`config.mk`:
```
export PLATFORM = sky130hd
export DESIGN_NAME = lsu_wb_master_flat
export DESIGN_NICKNAME = d
export VERILOG_FILES = /design/src/rtl/lsu_pkg.sv /design/src/rtl/wishbone.sv /design/src/rtl/wb_lane_align.sv /design/src/rtl/lsu_wb_master.sv /design/src/flat_wrapper.sv
export SDC_FILE = /design/constraint.sdc
export NUM_CORES = 1
export LEC_CHECK = 0
export ABC_AREA = 1
export CAP_MARGIN = 15
export CORE_MARGIN = 2
export CORE_UTILIZATION = 50
export CTS_CLUSTER_DIAMETER = 120
export DETAILED_ROUTE_END_ITERATION = 8
export GPL_TIMING_DRIVEN = 0
export PLACE_DENSITY_LB_ADDON = 0.05
export SLEW_MARGIN = 20
export SYNTH_ARGS = -nofsm -noshare
export SYNTH_HDL_FRONTEND = slang
export SYNTH_HIERARCHICAL = 1
export SYNTH_SLANG_ARGS = --single-unit
```
`constraint.sdc`:
```
create_clock -name clk -period 4.9 [get_ports clk]
set_input_delay 0.98 -clock clk [delete_from_list [all_inputs] [get_ports clk]]
set_output_delay 0.98 -clock clk [all_outputs]
set_load 0.01 [all_outputs]
```
`src/rtl/lsu_pkg.sv`:
```
// Shared definitions for the load/store Wishbone master: RV32 width codes,
// FSM state encoding and the access-size byte mask.
package lsu_pkg;

  localparam logic [2:0] F3_B  = 3'b000;
  localparam logic [2:0] F3_H  = 3'b001;
  localparam logic [2:0] F3_W  = 3'b010;
  localparam logic [2:0] F3_BU = 3'b100;
  localparam logic [2:0] F3_HU = 3'b101;

  typedef enum logic [1:0] {
    IDLE = 2'd0,
    BUS  = 2'd1,
    RESP = 2'd2
  } lsu_state_e;

  // Lane mask of an access at lane 0; size is funct3[1:0].
  function automatic logic [3:0] size_mask(input logic [1:0] size);
    case (size)
      2'b00:   size_mask = 4'b0001;
      2'b01:   size_mask = 4'b0011;
      2'b10:   size_mask = 4'b1111;
      default: size_mask = 4'b0000;
    endcase
  endfunction

endpackage

```
`src/rtl/wishbone.sv`:
```
// Classic Wishbone bus bundle with master and slave views.
interface wishbone #(
  parameter int XLEN = 32
);
  logic [XLEN-1:0]   ADR;
  logic [XLEN/8-1:0] SEL;
  logic              WE;
  logic              STB;
  logic [XLEN-1:0]   DAT_W;
  logic [XLEN-1:0]   DAT_R;
  logic              ACK;

  modport MASTER (output ADR, SEL, WE, STB, DAT_W, input DAT_R, ACK);
  modport SLAVE  (input ADR, SEL, WE, STB, DAT_W, output DAT_R, ACK);
endinterface

```
`src/rtl/wb_lane_align.sv`:
```
// Combinational lane steering: access legality, byte selects, store data
// placement and load data extraction with sign/zero extension.
module wb_lane_align
  import lsu_pkg::*;
#(
  parameter int XLEN = 32
) (
  input  logic [2:0]      funct3,
  input  logic            we,
  input  logic [1:0]      addr_lo,
  input  logic [XLEN-1:0] wdata,
  input  logic [XLEN-1:0] bus_rdata,
  output logic            fault,
  output logic [3:0]      sel,
  output logic [XLEN-1:0] dat_w,
  output logic [XLEN-1:0] load_data
);

  logic [XLEN-1:0] shifted_s;

  assign sel       = size_mask(funct3[1:0]) << addr_lo;
  assign dat_w     = wdata << {addr_lo, 3'b000};
  assign shifted_s = bus_rdata >> {addr_lo, 3'b000};

  // Illegal width codes, unsigned stores and misaligned halfword/word accesses.
  always_comb begin
    fault = 1'b0;
    case (funct3)
      F3_B, F3_BU: fault = we && funct3[2];
      F3_H, F3_HU: fault = (we && funct3[2]) || addr_lo[0];
      F3_W:        fault = (addr_lo != 2'b00);
      default:     fault = 1'b1;
    endcase
  end

  // Truncate the lane-shifted read data to the access size and extend it.
  always_comb begin
    load_data = {XLEN{1'b0}};
    case (funct3)
      F3_B:    load_data = {{(XLEN-8){shifted_s[7]}}, shifted_s[7:0]};
      F3_BU:   load_data = {{(XLEN-8){1'b0}}, shifted_s[7:0]};
      F3_H:    load_data = {{(XLEN-16){shifted_s[15]}}, shifted_s[15:0]};
      F3_HU:   load_data = {{(XLEN-16){1'b0}}, shifted_s[15:0]};
      F3_W:    load_data = shifted_s;
      default: load_data = {XLEN{1'b0}};
    endcase
  end

endmodule

```
`src/rtl/lsu_wb_master.sv`:
```
// Load/store unit front end: accepts one request, runs one classic Wishbone
// cycle (or short-circuits a faulting access) and returns a one-cycle response.
module lsu_wb_master
  import lsu_pkg::*;
#(
  parameter int XLEN = 32
) (
  input  logic            clk,
  input  logic            reset,
  input  logic            req_valid,
  output logic            req_ready,
  input  logic            req_we,
  input  logic [2:0]      req_funct3,
  input  logic [XLEN-1:0] req_addr,
  input  logic [XLEN-1:0] req_wdata,
  output logic            resp_valid,
  output logic [XLEN-1:0] resp_rdata,
  output logic            resp_fault,
  wishbone.MASTER         wb
);

  lsu_state_e      state_r, state_s;
  logic [2:0]      funct3_r, funct3_s;
  logic [1:0]      addr_lo_r, addr_lo_s;
  logic            we_r, we_s;
  logic [XLEN-1:0] adr_r, adr_s;
  logic [3:0]      sel_r, sel_s;
  logic            we_bus_r, we_bus_s;
  logic            stb_r, stb_s;
  logic [XLEN-1:0] dat_w_r, dat_w_s;
  logic            resp_valid_r, resp_valid_s;
  logic            resp_fault_r, resp_fault_s;
  logic [XLEN-1:0] resp_rdata_r, resp_rdata_s;

  logic [2:0]      align_funct3_s;
  logic [1:0]      align_addr_lo_s;
  logic            align_we_s;
  logic            align_fault_s;
  logic [3:0]      align_sel_s;
  logic [XLEN-1:0] align_dat_w_s;
  logic [XLEN-1:0] align_load_s;

  // In IDLE the aligner judges the incoming request; afterwards it extracts
  // load data for the latched request.
  assign align_funct3_s  = (state_r == IDLE) ? req_funct3    : funct3_r;
  assign align_addr_lo_s = (state_r == IDLE) ? req_addr[1:0] : addr_lo_r;
  assign align_we_s      = (state_r == IDLE) ? req_we        : we_r;

  wb_lane_align #(.XLEN(XLEN)) u_align (
    .funct3    (align_funct3_s),
    .we        (align_we_s),
    .addr_lo   (align_addr_lo_s),
    .wdata     (req_wdata),
    .bus_rdata (wb.DAT_R),
    .fault     (align_fault_s),
    .sel       (align_sel_s),
    .dat_w     (align_dat_w_s),
    .load_data (align_load_s)
  );

  assign req_ready  = (state_r == IDLE) && !reset;
  assign resp_valid = resp_valid_r;
  assign resp_fault = resp_fault_r;
  assign resp_rdata = resp_rdata_r;
  assign wb.ADR     = adr_r;
  assign wb.SEL     = sel_r;
  assign wb.WE      = we_bus_r;
  assign wb.STB     = stb_r;
  assign wb.DAT_W   = dat_w_r;

  // FSM state register.
  always_ff @(posedge clk) begin
    if (reset) begin
      state_r <= IDLE;
    end else begin
      state_r <= state_s;
    end
  end

  // Next state plus next values of the request latch, bus and response registers.
  always_comb begin
    state_s      = state_r;
    funct3_s     = funct3_r;
    addr_lo_s    = addr_lo_r;
    we_s         = we_r;
    adr_s        = adr_r;
    sel_s        = sel_r;
    we_bus_s     = we_bus_r;
    stb_s        = stb_r;
    dat_w_s      = dat_w_r;
    resp_valid_s = 1'b0;
    resp_fault_s = resp_fault_r;
    resp_rdata_s = resp_rdata_r;
    case (state_r)
      IDLE: begin
        if (req_valid) begin
          funct3_s  = req_funct3;
          addr_lo_s = req_addr[1:0];
          we_s      = req_we;
          if (align_fault_s) begin
            state_s      = RESP;
            resp_valid_s = 1'b1;
            resp_fault_s = 1'b1;
            resp_rdata_s = {XLEN{1'b0}};
          end else begin
            state_s  = BUS;
            adr_s    = {req_addr[XLEN-1:2], 2'b00};
            sel_s    = align_sel_s;
            we_bus_s = req_we;
            stb_s    = 1'b1;
            dat_w_s  = align_dat_w_s;
          end
        end else begin
          state_s = IDLE;
        end
      end
      BUS: begin
        if (wb.ACK && stb_r) begin
          state_s      = RESP;
          stb_s        = 1'b0;
          we_bus_s     = 1'b0;
          sel_s        = 4'b0000;
          resp_valid_s = 1'b1;
          resp_fault_s = 1'b0;
          resp_rdata_s = we_r ? {XLEN{1'b0}} : align_load_s;
        end else begin
          state_s = BUS;
        end
      end
      RESP: begin
        state_s = IDLE;
      end
      default: begin
        state_s = IDLE;
        stb_s   = 1'b0;
      end
    endcase
  end

  // Request latch, registered bus outputs and registered response.
  always_ff @(posedge clk) begin
    if (reset) begin
      funct3_r     <= 3'b000;
      addr_lo_r    <= 2'b00;
      we_r         <= 1'b0;
      adr_r        <= {XLEN{1'b0}};
      sel_r        <= 4'b0000;
      we_bus_r     <= 1'b0;
      stb_r        <= 1'b0;
      dat_w_r      <= {XLEN{1'b0}};
      resp_valid_r <= 1'b0;
      resp_fault_r <= 1'b0;
      resp_rdata_r <= {XLEN{1'b0}};
    end else begin
      funct3_r     <= funct3_s;
      addr_lo_r    <= addr_lo_s;
      we_r         <= we_s;
      adr_r        <= adr_s;
      sel_r        <= sel_s;
      we_bus_r     <= we_bus_s;
      stb_r        <= stb_s;
      dat_w_r      <= dat_w_s;
      resp_valid_r <= resp_valid_s;
      resp_fault_r <= resp_fault_s;
      resp_rdata_r <= resp_rdata_s;
    end
  end

endmodule

```
`src/flat_wrapper.sv`:
```
// flat-port wrapper written by rule: the top's interface ports become plain ports
module lsu_wb_master_flat import lsu_pkg::*;
#(
  parameter int XLEN = 32
)
  (clk, reset, req_valid, req_ready, req_we, req_funct3, req_addr, req_wdata, resp_valid, resp_rdata, resp_fault, wb_ADR, wb_SEL, wb_WE, wb_STB, wb_DAT_W, wb_DAT_R, wb_ACK);
  wishbone #(.XLEN(XLEN)) wb_i ();
  input  logic clk;
  input  logic reset;
  input  logic req_valid;
  output logic req_ready;
  input  logic req_we;
  input  logic [2:0] req_funct3;
  input  logic [XLEN-1:0] req_addr;
  input  logic [XLEN-1:0] req_wdata;
  output logic resp_valid;
  output logic [XLEN-1:0] resp_rdata;
  output logic resp_fault;
  output wire logic [$bits(wb_i.ADR)-1:0] wb_ADR;
  output wire logic [$bits(wb_i.SEL)-1:0] wb_SEL;
  output wire logic [$bits(wb_i.WE)-1:0] wb_WE;
  output wire logic [$bits(wb_i.STB)-1:0] wb_STB;
  output wire logic [$bits(wb_i.DAT_W)-1:0] wb_DAT_W;
  input wire logic [$bits(wb_i.DAT_R)-1:0] wb_DAT_R;
  input wire logic [$bits(wb_i.ACK)-1:0] wb_ACK;
  assign wb_ADR = wb_i.ADR;
  assign wb_SEL = wb_i.SEL;
  assign wb_WE = wb_i.WE;
  assign wb_STB = wb_i.STB;
  assign wb_DAT_W = wb_i.DAT_W;
  assign wb_i.DAT_R = wb_DAT_R;
  assign wb_i.ACK = wb_ACK;
  lsu_wb_master #(.XLEN(XLEN)) u_core (.clk(clk), .reset(reset), .req_valid(req_valid), .req_ready(req_ready), .req_we(req_we), .req_funct3(req_funct3), .req_addr(req_addr), .req_wdata(req_wdata), .resp_valid(resp_valid), .resp_rdata(resp_rdata), .resp_fault(resp_fault), .wb(wb_i));
endmodule
```
==> flow_metrics.env <==
export IMPL_slew_viol_final=0
export IMPL_syn_area_um2=6120
export IMPL_max_slew_margin=0.437
export IMPL_internal_power_mw=3.27
export IMPL_place_ws_ns=1.03
export IMPL_register_area_um2=2180
export IMPL_max_freq_ghz=0.274
export IMPL_routedWlPerCell_um=14.5
export IMPL_power_density_nw_per_um2=699
export IMPL_num_antenna_cells=0
export IMPL_grt_first_pass_wirelength_um=30300
export IMPL_critical_path_depth=14
export IMPL_cp_max_fo=10
export IMPL_cp_num_buf_inv=4
export IMPL_ys_types=31
export IMPL_crit_slowest_cell="o21ai_0"
export IMPL_leakagePower_nw=3.76
export IMPL_switching_share=0.460
export IMPL_gr_total_overflow=0
export IMPL_drtIter0Drc=752
export IMPL_cp_end_kind="register"
export IMPL_finalWeightedCongestion=1.01
export IMPL_p_clk_frac=0.117
export IMPL_drive_above_1_share=0.0911
export IMPL_placed_cell_area_um2=8370
export IMPL_clock_sinks=109
export IMPL_fill_cells=1066
export IMPL_setup_viol=0
export IMPL_cts_root_buf="clkbuf_16"
export IMPL_post_route_period_util=0.745
export IMPL_synth_avg_cell_area_um2=6.42
export IMPL_status="complete, no violations"
export IMPL_reg2reg_from="u_core/state_r[1]$_SDFF_PP0_"
export IMPL_r2r_setup_slack_ns=1.25
export IMPL_layout_setup_ws_ns=1.25
export IMPL_critical_path_class="register to register"
export IMPL_min_from="u_core/funct3_r[2]$_SDFFE_PP0P_"
export IMPL_cp_top_family="compound AO/OA/AOI/OAI gates"
export IMPL_fp_dieW_um=115
export IMPL_whs_path_depth=2
export IMPL_vias=6911
export IMPL_h_tree_depth=3
export IMPL_period_minus_slack_ns=3.65
export IMPL_insertion_delay_ns=0.36
export IMPL_port_buffers=206
export IMPL_postCtsSetupBuffers=0
export IMPL_worst_slew_pin_slew_ns=0.835
export IMPL_hold_viol_final=0
export IMPL_cp_slowest_stage_delay_ns=0.73
export IMPL_place_hpwl_um=14900
export IMPL_cts_hold_buf=0
export IMPL_rows=40
export IMPL_core_um2=12000
export IMPL_ctsResizeCount=0
export IMPL_final_instance_count_excl_fill=1322
export IMPL_ir_drop_mv=0.377
export IMPL_cp_arrival_ns=3.89
export IMPL_pin_count=209
export IMPL_rsz0062_at_grt="no"
export IMPL_cts_buffers=9
export IMPL_ant_nets=0
export IMPL_setup_tns_final_ns=0
export IMPL_maxUsedRoutingLayer="met4"
export IMPL_skew_ns=0.00585
export IMPL_dr_wl_met3_um=1620
export IMPL_die_h_um=115
export IMPL_synthCells=952
export IMPL_path_clk_slew_ns=0.07
export IMPL_ys_warn_count=6
export IMPL_fin_nets=1281
export IMPL_sequentialPowerShare=0.233
export IMPL_p_switching_mw=2.79
export IMPL_cpMostUsedCell="o21ai_0"
export IMPL_wl_met2_um=8760
export IMPL_area_delta_synth_final_pct=41.5
export IMPL_synth_seq_cells=109
export IMPL_cap_violations=0
export IMPL_drc_errors=0
export IMPL_p_comb_frac=0.649
export IMPL_viasPerCell=5.23
export IMPL_hp_class="register to register"
export IMPL_cts_tree="yes"
export IMPL_drtPass1Iterations=5
export IMPL_path_cells="nor2_4 -> clkbuf_1 -> o21ai_0 -> inv_1 -> ha_1 -> nand2_2 -> o21ai_0 -> o21ai_0 -> nand3_1 -> inv_1 -> nand3_2 -> clkbuf_1 -> o21ai_0 -> nor2_1"
export IMPL_seq_area_frac_synth=0.357
export IMPL_reg2reg_depth=14
export IMPL_start_util=0.511
export IMPL_cp_required_ns=5.14
export IMPL_cp_start_kind="register"
export IMPL_dpl_cell_count=1306
export IMPL_r2r_end="u_core/wb.DAT_W[22]$_SDFFE_PP0P_"
export IMPL_grt_total_usage=0.291
export IMPL_grt_max_degree=18
export IMPL_wl_um=19200
export IMPL_grt_pass1_vias=6167
export IMPL_clock_path_buffers=2
export IMPL_p_total_mw=6.05
export IMPL_holdPathEnd="u_core/funct3_r[2]$_SDFFE_PP0P_"
export IMPL_wl_met1_um=8440
export IMPL_antenna_found_initial=0
export IMPL_post_route_cell_area_um2=8650
export IMPL_multi_input_area_um2=3290
export IMPL_die_area_um2=13100
-- cell usage after synthesis --
cell        n  share of area
a21oi_1    26          0.021
a22oi_1     5         0.0061
a22oi_2     1         0.0020
and2_1      1         0.0010
buf_1       1        0.00061
buf_2      17          0.014
buf_4      10          0.012
buf_6      13          0.024
clkbuf_1   31          0.019
clkinv_1    1        0.00061
conb_1      1        0.00061
dfxtp_1   109           0.36
ha_1        7          0.014
inv_1      50          0.031
inv_2       6         0.0037
inv_4       1         0.0010
nand2_1   184           0.11
nand2_2    12          0.012
nand3_1    78          0.064
nand3_2    19          0.031
nand3_4     2         0.0057
nor2_1    252           0.15
nor2_2      2         0.0020
nor2_4      3         0.0055
o211ai_1    6         0.0074
o21ai_0    92          0.075
o21ai_1    10         0.0082
o21ai_2     2         0.0029
o22ai_1     2         0.0020
or2_1       4         0.0041
or2_2       4         0.0041
-- worst max path at each step --
stage                                             from                                to  slack [ns]
after floorplan                          req_funct3[0]    u_core/wb.ADR[14]$_SDFFE_PP0P_        2.13
after global placement                   req_funct3[0]    u_core/wb.ADR[15]$_SDFFE_PP0P_        1.09
after detailed placement                 req_funct3[0]    u_core/wb.ADR[17]$_SDFFE_PP0P_        1.03
after CTS                 u_core/state_r[1]$_SDFF_PP0_    u_core/wb.ADR[17]$_SDFFE_PP0P_        1.36
after global routing      u_core/state_r[1]$_SDFF_PP0_    u_core/wb.ADR[17]$_SDFFE_PP0P_        0.90
final                     u_core/state_r[1]$_SDFF_PP0_  u_core/wb.DAT_W[22]$_SDFFE_PP0P_        1.25
-- placed cells by master, fill, tap and decap left out, drive strengths merged --
cell and instances:
a22oi 6, or2 8, clkdlybuf4s50 206, inv 58, clkbuf 43, clkinv 3
buf 41, ha 7, conb 2, nand3 99, o211ai 6, o21ai 104
clkinvlp 1, o22ai 2, nor2 257, nand2 196, a21oi 26, and2 1
dfxtp 109
-- state kept, by name (all words and copies together) (netlist names) --
signal and cells:
u_core/we_r 1, u_core/wb.WE 1, u_core/wb.SEL 4, u_core/state_r 2
u_core/addr_lo_r 2, u_core/wb.STB 1, u_core/wb.DAT_W 32, u_core/resp_rdata 32
u_core/wb.ADR 30, u_core/funct3_r 3, u_core/resp_fault 1
-- logic make-up (layout without fill, tap and decap cells) --
logic type                 count (synthesis)  after routing  synth area share
AOI/OAI and AO/OA                        144            144             0.125
adders and majority gates                  7              7            0.0143
buffers and inverters                    130            352             0.106
DFF                                      109            109             0.357
other                                      1              2          0.000613
and+or+nand+nor                          561            561             0.397
-- through the flow --
step | hold slack [ns] | utilization
global route | 0.471 | 0.723
floorplan | 0.425 | -
CTS | 0.450 | 0.723
detailed placement | 0.440 | 0.699
finish | 0.449 | 0.723
global placement | 0.435 | 0.699
-- per-layer routing --
layer / GRT usage / vias up
met5: 0 / -
li1: - / 3451
met3: 0.0656 / 41
met1: 0.387 / 3096
met2: 0.473 / 323
met4: 0.0837 / 0
-- worst reg2reg max path: cells and delay by family, from the launching register on --
| kind | cells | cell delay (ns) |
|---|---|---|
| buf+inv | 4 | 0.87 |
| compound gates | 4 | 1.29 |
| flops | 1 | 0.46 |
| fa+ha+maj | 1 | 0.27 |
| simple gates | 5 | 0.64 |
-- cell type report --
class | count | area share
repair buffers | 206 | 0.238
plain buffers | 72 | 0.0493
inverters | 58 | 0.0255
flip-flops and latches | 109 | 0.252
multi-input cells | 714 | 0.380
clock buffers | 12 | 0.0296
clock inverters | 4 | 0.00347
well taps | 147 | 0.0213
-- power groups by stage --
stage               registers [mW]  logic, mW  clock network, mW
floorplan                     1.58       2.34                  0
global placement              1.42       3.81                  0
detailed placement            1.44       3.86                  0
CTS                           1.42       3.88              0.719
global route                  1.45       4.36              0.750
finish                        1.41       3.93              0.710
Power figures use the tool's default switching activity.
